`src/rtl/vga_fb_scanout.sv`:
```
// 640x480@60 VGA scanout of a 40x30 one-bit cell framebuffer.
// The bitmap is snapshotted on entry to vertical blanking, so writes made mid-frame never tear.
module vga_fb_scanout #(
    parameter logic [11:0] FG_COLOR   = 12'hFFF,
    parameter logic [11:0] BG_COLOR   = 12'h000,
    parameter int          CELL_SHIFT = 4,
    parameter int          FB_COLS    = 40,
    parameter int          FB_ROWS    = 30,
    // Raster geometry in pixel ticks; the defaults give standard 640x480@60.
    parameter int          H_VISIBLE  = 640,
    parameter int          H_FRONT    = 16,
    parameter int          H_SYNC     = 96,
    parameter int          H_BACK     = 48,
    parameter int          V_VISIBLE  = 480,
    parameter int          V_FRONT    = 10,
    parameter int          V_SYNC     = 2,
    parameter int          V_BACK     = 33
) (
    input  logic                         CLOCK_50,
    input  logic                         reset_button,
    input  logic [FB_COLS*FB_ROWS-1:0]   framebuffer,
    output logic [3:0]                   red_out,
    output logic [3:0]                   green_out,
    output logic [3:0]                   blue_out,
    output logic                         h_sync_out,
    output logic                         v_sync_out,
    output logic                         frame_done
);

    localparam logic [9:0] H_VIS_END    = 10'(H_VISIBLE);
    localparam logic [9:0] H_SYNC_START = 10'(H_VISIBLE + H_FRONT);
    localparam logic [9:0] H_SYNC_END   = 10'(H_VISIBLE + H_FRONT + H_SYNC);
    localparam logic [9:0] H_LAST       = 10'(H_VISIBLE + H_FRONT + H_SYNC + H_BACK - 1);
    localparam logic [9:0] V_VIS_END    = 10'(V_VISIBLE);
    localparam logic [9:0] V_SYNC_START = 10'(V_VISIBLE + V_FRONT);
    localparam logic [9:0] V_SYNC_END   = 10'(V_VISIBLE + V_FRONT + V_SYNC);
    localparam logic [9:0] V_LAST       = 10'(V_VISIBLE + V_FRONT + V_SYNC + V_BACK - 1);
    localparam logic [9:0] V_LOAD       = 10'(V_VISIBLE - 1);

    function automatic logic [11:0] pixel_color(input logic cell_bit, input logic vld);
        if (!vld)
            return 12'h000;
        return cell_bit ? FG_COLOR : BG_COLOR;
    endfunction

    logic                       phase;
    logic                       pix_tick;
    logic [9:0]                 h_count;
    logic [9:0]                 v_count;
    logic [FB_COLS*FB_ROWS-1:0] snapshot;

    logic [9:0]  col_p0;
    logic [9:0]  row_p0;
    logic [10:0] row_x_p0;
    logic [10:0] idx_p0;
    logic        vld_p0;
    logic        cell_p0;
    logic        h_sync_p0;
    logic        v_sync_p0;

    logic [11:0] rgb_p1;
    logic        h_sync_p1;
    logic        v_sync_p1;
    logic        frame_done_p1;

    // Tick is high on the first clock after reset release, then every other clock.
    assign pix_tick = ~phase;

    // Stage p0: decode the current raster position into cell index and sync levels.
    assign col_p0    = h_count >> CELL_SHIFT;
    assign row_p0    = v_count >> CELL_SHIFT;
    assign row_x_p0  = {1'b0, row_p0};
    assign idx_p0    = (row_x_p0 << 5) + (row_x_p0 << 3) + {1'b0, col_p0};
    assign vld_p0    = (h_count < H_VIS_END) && (v_count < V_VIS_END);
    assign cell_p0   = vld_p0 ? snapshot[idx_p0] : 1'b0;
    assign h_sync_p0 = !((h_count >= H_SYNC_START) && (h_count < H_SYNC_END));
    assign v_sync_p0 = !((v_count >= V_SYNC_START) && (v_count < V_SYNC_END));

    always_ff @(posedge CLOCK_50) begin
        if (!reset_button) begin
            phase         <= 1'b0;
            h_count       <= '0;
            v_count       <= '0;
            snapshot      <= '0;
            rgb_p1        <= '0;
            h_sync_p1     <= 1'b1;
            v_sync_p1     <= 1'b1;
            frame_done_p1 <= 1'b0;
        end else begin
            phase         <= ~phase;
            frame_done_p1 <= 1'b0;
            // Stage p1: every output is registered from the same p0 decode, so they never skew.
            rgb_p1        <= pixel_color(cell_p0, vld_p0);
            h_sync_p1     <= h_sync_p0;
            v_sync_p1     <= v_sync_p0;
            if (pix_tick) begin
                if (h_count == H_LAST) begin
                    h_count <= '0;
                    v_count <= (v_count == V_LAST) ? 10'd0 : v_count + 10'd1;
                    if (v_count == V_LOAD) begin
                        snapshot      <= framebuffer;
                        frame_done_p1 <= 1'b1;
                    end
                end else begin
                    h_count <= h_count + 10'd1;
                end
            end
        end
    end

    assign red_out    = rgb_p1[11:8];
    assign green_out  = rgb_p1[7:4];
    assign blue_out   = rgb_p1[3:0];
    assign h_sync_out = h_sync_p1;
    assign v_sync_out = v_sync_p1;
    assign frame_done = frame_done_p1;

endmodule
```
`config.mk`:
```
export PLATFORM = sky130hd
export DESIGN_NAME = vga_fb_scanout
export DESIGN_NICKNAME = d
export VERILOG_FILES = /design/src/rtl/vga_fb_scanout.sv
export SDC_FILE = /design/constraint.sdc
export NUM_CORES = 2
export LEC_CHECK = 0
export ABC_AREA = 1
export CORE_AREA = 2 2 469 471
export CTS_BUF_LIST = sky130_fd_sc_hd__clkbuf_8
export CTS_CLUSTER_DIAMETER = 50
export DETAILED_ROUTE_END_ITERATION = 10
export DIE_AREA = 0 0 471 473
export MAX_ROUTING_LAYER = met4
export SLEW_MARGIN = 25
export SYNTH_ARGS = -nofsm -noshare
export SYNTH_HDL_FRONTEND = slang
export SYNTH_SLANG_ARGS = --single-unit
```
`constraint.sdc`:
```
create_clock -name CLOCK_50 -period 3.7 [get_ports CLOCK_50]
set_input_delay 0.555 -clock CLOCK_50 [delete_from_list [all_inputs] [get_ports CLOCK_50]]
set_output_delay 0.555 -clock CLOCK_50 [all_outputs]
set_load 0.02 [all_outputs]
```
After elaboration in Yosys (flattened, before gate mapping) --
Cells that the tools add are included.
Storage, ports and cells: input bits 1202, output and inout port bits 15, flip-flop bits (word level) 1236
Cells by class: $add $sub $neg 4, equality and inequality tests 3, multiplexer cells 11, reduce and logical (&&, ||, !) cells 8, bitwise gates (word level) 3, $lt $le $gt $ge 7
Operators by type and width (number):
- $mux 12 | 3
- $add 10x1->10 const B | 2
- $eq 10x10->1 const B | 2
- $lt 10x10->1 const B | 2
- $lt 10x9->1 const B | 2
- $mux 10 | 2
- $lt 11x12->1 const B | 1
- $add 11x6->11 | 1
- $add 11x9->11 | 1
- $bmux 1 s11 | 1
- $eq 10x9->1 const B | 1
- $ge 10x10->1 const B | 1
- $ge 10x9->1 const B | 1
- $mux 1 | 5
- $logic_and 1x1->1 | 3
- $not 1->1 | 3
- $reduce_and 3->1 | 1
- $reduce_or 3->1 | 1
- $logic_not 1->1 | 2
- $reduce_and 2->1 | 1

Logic depth before layout (Yosys ltp) --
depth after elaboration 7, depth in mapped cells 20, mapped depth without buffers 18

Least setup slack after synthesis --
No wires, ideal clock.
path kind register to register, start reg v_count[4], end reg rgb_p1[10], data arrival time 2.575 ns, setup time 0.121 ns, cell stages (with the launch flop) 17, path buffers 1, slack 1.005 ns, data required time 3.579 ns, cell sequence dfxtp_1 -> fa_1 -> inv_1 -> fa_1 -> xnor2_1 -> inv_1 -> clkbuf_1 -> nand2_1 -> nor2_1 -> nand2_1 -> nand3_1 -> nand2_1 -> nand2_1 -> nand2_1 -> inv_1 -> nand2_1 -> a21oi_1
On the way: word-level cells in the longest chain between the ends 7
Ends and longest elaborated chain:
- start: declaration | line 49 | logic [9:0] v_count;
- start signal: assignment | line 99 | v_count <= (v_count == V_LAST) ? 10'd0 : v_count + 10'd1;
- $add 11x9->11 | line 73 | assign idx_p0 = (row_x_p0 << 5) + (row_x_p0 << 3) + {1'b0, col_p0};
- $add 11x6->11 | line 73
- $bmux 1 s11 | line 75 | assign cell_p0 = vld_p0 ? snapshot[idx_p0] : 1'b0;
- $mux 1 (not written as such) | line 75
- $mux 1 | line 75
- $mux 12 | line 43 | return cell_bit ? FG_COLOR : BG_COLOR;
- $mux 12 (*) | line 43
- end signal: assignment | line 93 | rgb_p1 <= pixel_color(cell_p0, vld_p0);
- end: declaration | line 61 | logic [11:0] rgb_p1;
Every way passes the cells marked *; elsewhere a longest branch is shown, timed or not. The select of a mux whose other input is x is not followed. A chain may end at the register's enable or synchronous reset.

Final worst setup path --
Ends and elaborated chain as after synthesis.

==> results.md <==
- Run status: complete, no violations
- Avg Inst Size Synth: 7.01 um^2
- Netlist cell types: 42
- Post-route DRC: 0
- Family with the most delay on the worst path: adder cells
- Layout Nets: 9883
- Largest net degree at the start of global routing: 185
- Clock slew at reported path FFs: 70 ps
- Row cnt: 172
- CTS tree: built
- Placed inst area: 69000 um^2
- DRT Wirelength: 266 mm
- Initial Util: 24.7%
- Ratio of cells with drive above 1 in the final layout: 6.35%
- First-pass GRT wire length: 378 mm
- WP data arrival: about 4400 ps
- Initial DRC count: ~5.4k
- Final Hold Fails: 0
- Count leader, synth: nor2_1
- Pleak: 28.9 nW
- Seq/Total Area, Yosys: 45.5%
- Core Region: ~220000 um^2
- Met1 Wirelength: 112 mm
- Area contributors post-synth: dfxtp_1, nor2_1, o21ai_0, a211oi_1, nand3_1
- Crit path depth: 16
- Peak supply drop: 0.342 mV
- Relative max-transition margin: 26.8%
- GRT overflow: 0
- Worst Setup Start Kind: flip-flop
- Min Tclk post-route: 3510 ps
- Dominant cell type by area after synthesis: dfxtp_1
- Fraction of registers with async set or reset after synthesis: 0%
- Skew-Pair Late Insertion Delay: just under 1000 ps
- Warnings, synthesis: 0
- RSZ-0062 raised after global routing: no
- RR Endpoint: rgb_p1[10]
- Antenna violation net count after detailed routing: 0
- Synth top area share: 45.5%
- WS Path Type: reg2reg
- Multi-input gate area: 24700 um^2
- Drt first pass iters: 8
- Cells on worst reg2reg path: 16
- Area Overhead vs Synth: 37.7%
- Die height: 473 um
- Depth of the CTS H-tree: 4
- Met2 routed WL: about 120 mm
- Mapped Cells: 7689
- # setup viols final: 0
- Dpl ws: -567 ps
- Die ar.: 223000 um^2
- Worst Skew: between 50 and 60 ps
- Post-synth EDFFs: 0
- CTS Root Buffer Type: clkbuf_8
- Crit path largest cell delay: between 600 and 700 ps
- Hold Startpoint: framebuffer[1061]
- Dominant synthesized flop cell: dfxtp_1
- Hold Path Class: in2reg
- Vias in the first global route: between 50k and 60k
- GRT Overall Usage: 23.4%
- Post-route clock period utilization: 94.7%
- Critical-path cell list: fa_1 > inv_1 > fa_4 > buf_4 > nor2_4 > clkinvlp_4 > a21oi_1 > nor2_1 > nand2_1 > nand3_1 > nand2_1 > nand2_1 > nand2_1 > inv_1 > nand2_1 > a21oi_1
- Initial antenna violation count: 38
- Mapped Area: 53900 um^2
- Worst path most repeated cell: nand2_1
- Setup TNS: 0 ps
- P per Cell Area: between 300 and 400 nW/um^2
- Top routing layer in use: met4
- Hold depth: 3
- DP HPWL: 182 mm
- Worst setup endpoint: rgb_p1[10]
- Most common library cells after synthesis: nor2_1, dfxtp_1, o21ai_0, nand2_1, nand3_1
- Critical Path End Type: flip-flop
- Net count after synthesis: 8908
- GP Congestion: 0.928
- Req. time, crit path: 4560 ps
- Crit-path max FO: 5
- Fillers: 23.2k
- Reg-to-reg startpoint: v_count[4]
- Sink Count: 1225
- Achievable frequency: about 290 MHz
- Met3 Wirelength: approximately 19 mm
- DR vias: 57.9k
- R2R Setup Slk: 190 ps
- Fin worst setup slack: about 190 ps
- Worst-case clock buffer depth: 3
- Register bit count reported by yosys: approximately 1.2k
- Number of max-cap violations: 0
- Area occupied by registers: between 20000 and 25000 um^2
- Slowest CP cell: fa_4
- Port Buffers: roughly 1.2k
- Pins Over Slew Limit: 0
- Io pins: 1217
- Finished Cell Area: 74300 um^2
- DR WL/cell: 22.6 um
- Drt via density: 4.92
- Total CTS buffers: 221
- Die width: 471 um
- CP bufs+invs: 4
- Measured slew at the worst slew-check pin: 1100 ps
- Core Util, Final: 34.0%
- Critical path launch point: v_count[4]
-- worst min-delay path: cells and delay by family --
family                 cells  cell delay [ps]
buffers and inverters      1              390
AND/OR/NAND/NOR            2              150
-- repair_timing --
| item | in CTS | in global routing |
|---|---|---|
| pin swaps | 2 | 0 |
| gates resized for setup | 0 | 2 |
| buffers inserted | 6 | 0 |
| endpoints found under the setup margin | 1 | 1 |
| hold buffers | 1 | 0 |
| endpoints found under the hold margin | 50 | 0 |
-- how the worst min path moves through the flow --
stage	end
after floorplan	snapshot[1010]
after global placement	snapshot[758]
after detailed placement	snapshot[974]
after CTS	snapshot[658]
after global routing	snapshot[791]
final	snapshot[1061]
-- sequential cells by signal, summed over array words and instances, names as in the netlist --
signal,flops
frame_done,1
h_count,10
h_sync_out,1
phase,1
rgb_p1,1
snapshot,1200
v_count,10
v_sync_out,1
-- stage by stage --
stage	total power (W)	std cells	hold WS [ps]
floorplan	0.0137	7689	434
global placement	0.0153	11300	446
detailed placement	0.0153	11300	447
CTS	0.0299	11700	6.47
global route	0.0305	11800	70.4
finish	0.0296	11800	153
-- where the power goes --
group,internal [W],total [W],switching [W]
Sequential,0.0132,0.0132,0.00000384
Combinational,0.00116,0.00185,0.000690
Clock,0.00808,0.0145,0.00644
Total,0.0224,0.0296,0.00713
-- area by class of cell --
| cell class | count | share of cell area, % |
|---|---|---|
| antenna | 33 | 0.111 |
| clock buffer | 289 | 5.36 |
| clock inverter | 124 | 1.47 |
| inverter | 541 | 2.79 |
| multi-input combinational | 5287 | 33.3 |
| sequential | 1225 | 33.0 |
| tap | 2871 | 4.84 |
| timing repair buffer | 1388 | 19.1 |
-- cell families (layout without fill, tap and decap cells) --
group	Yosys count	count (layout)	synth area share, %
compound gates	1729	1729	18.8
xor+xnor	9	9	0.146
fa+ha+maj	17	17	0.422
buf+inv	1177	2342	8.82
flops	1225	1225	45.5
other cells	0	33	0
simple gates	3532	3532	26.3
-- cells in the final DEF, fill, tap and decap left out, types with 9 or more instances in the layout --
| cell | synthesis | routed |
|---|---|---|
| clkinvlp_4 | 0 | 10 |
| ha_1 | 15 | 13 |
| nor3_1 | 9 | 9 |
| nand3_1 | 579 | 579 |
| o21ai_0 | 808 | 807 |
| o21ai_1 | 40 | 41 |
| clkinv_2 | 0 | 24 |
| nand2_1 | 688 | 687 |
| dfxtp_1 | 1225 | 1222 |
| buf_4 | 16 | 114 |
| a211oi_2 | 10 | 10 |
| a21oi_1 | 315 | 315 |
| o2111ai_1 | 9 | 9 |
| nor2_1 | 2183 | 2181 |
| diode_2 | 0 | 33 |
| bufinv_16 | 0 | 14 |
| clkdlybuf4s50_1 | 0 | 1215 |
| o211ai_1 | 45 | 45 |
| inv_1 | 537 | 592 |
| nand4_1 | 56 | 56 |
| clkbuf_8 | 0 | 289 |
| a211oi_1 | 493 | 493 |
| buf_12 | 0 | 57 |
-- routing by layer --
metal	global-route usage (%)	vias up
li1	-	27300
met1	29.0	27100
met2	36.6	2938
met3	3.97	535
met4	11.8	0
met5	-	-
Note: power is estimated with default switching activity, not from simulation.
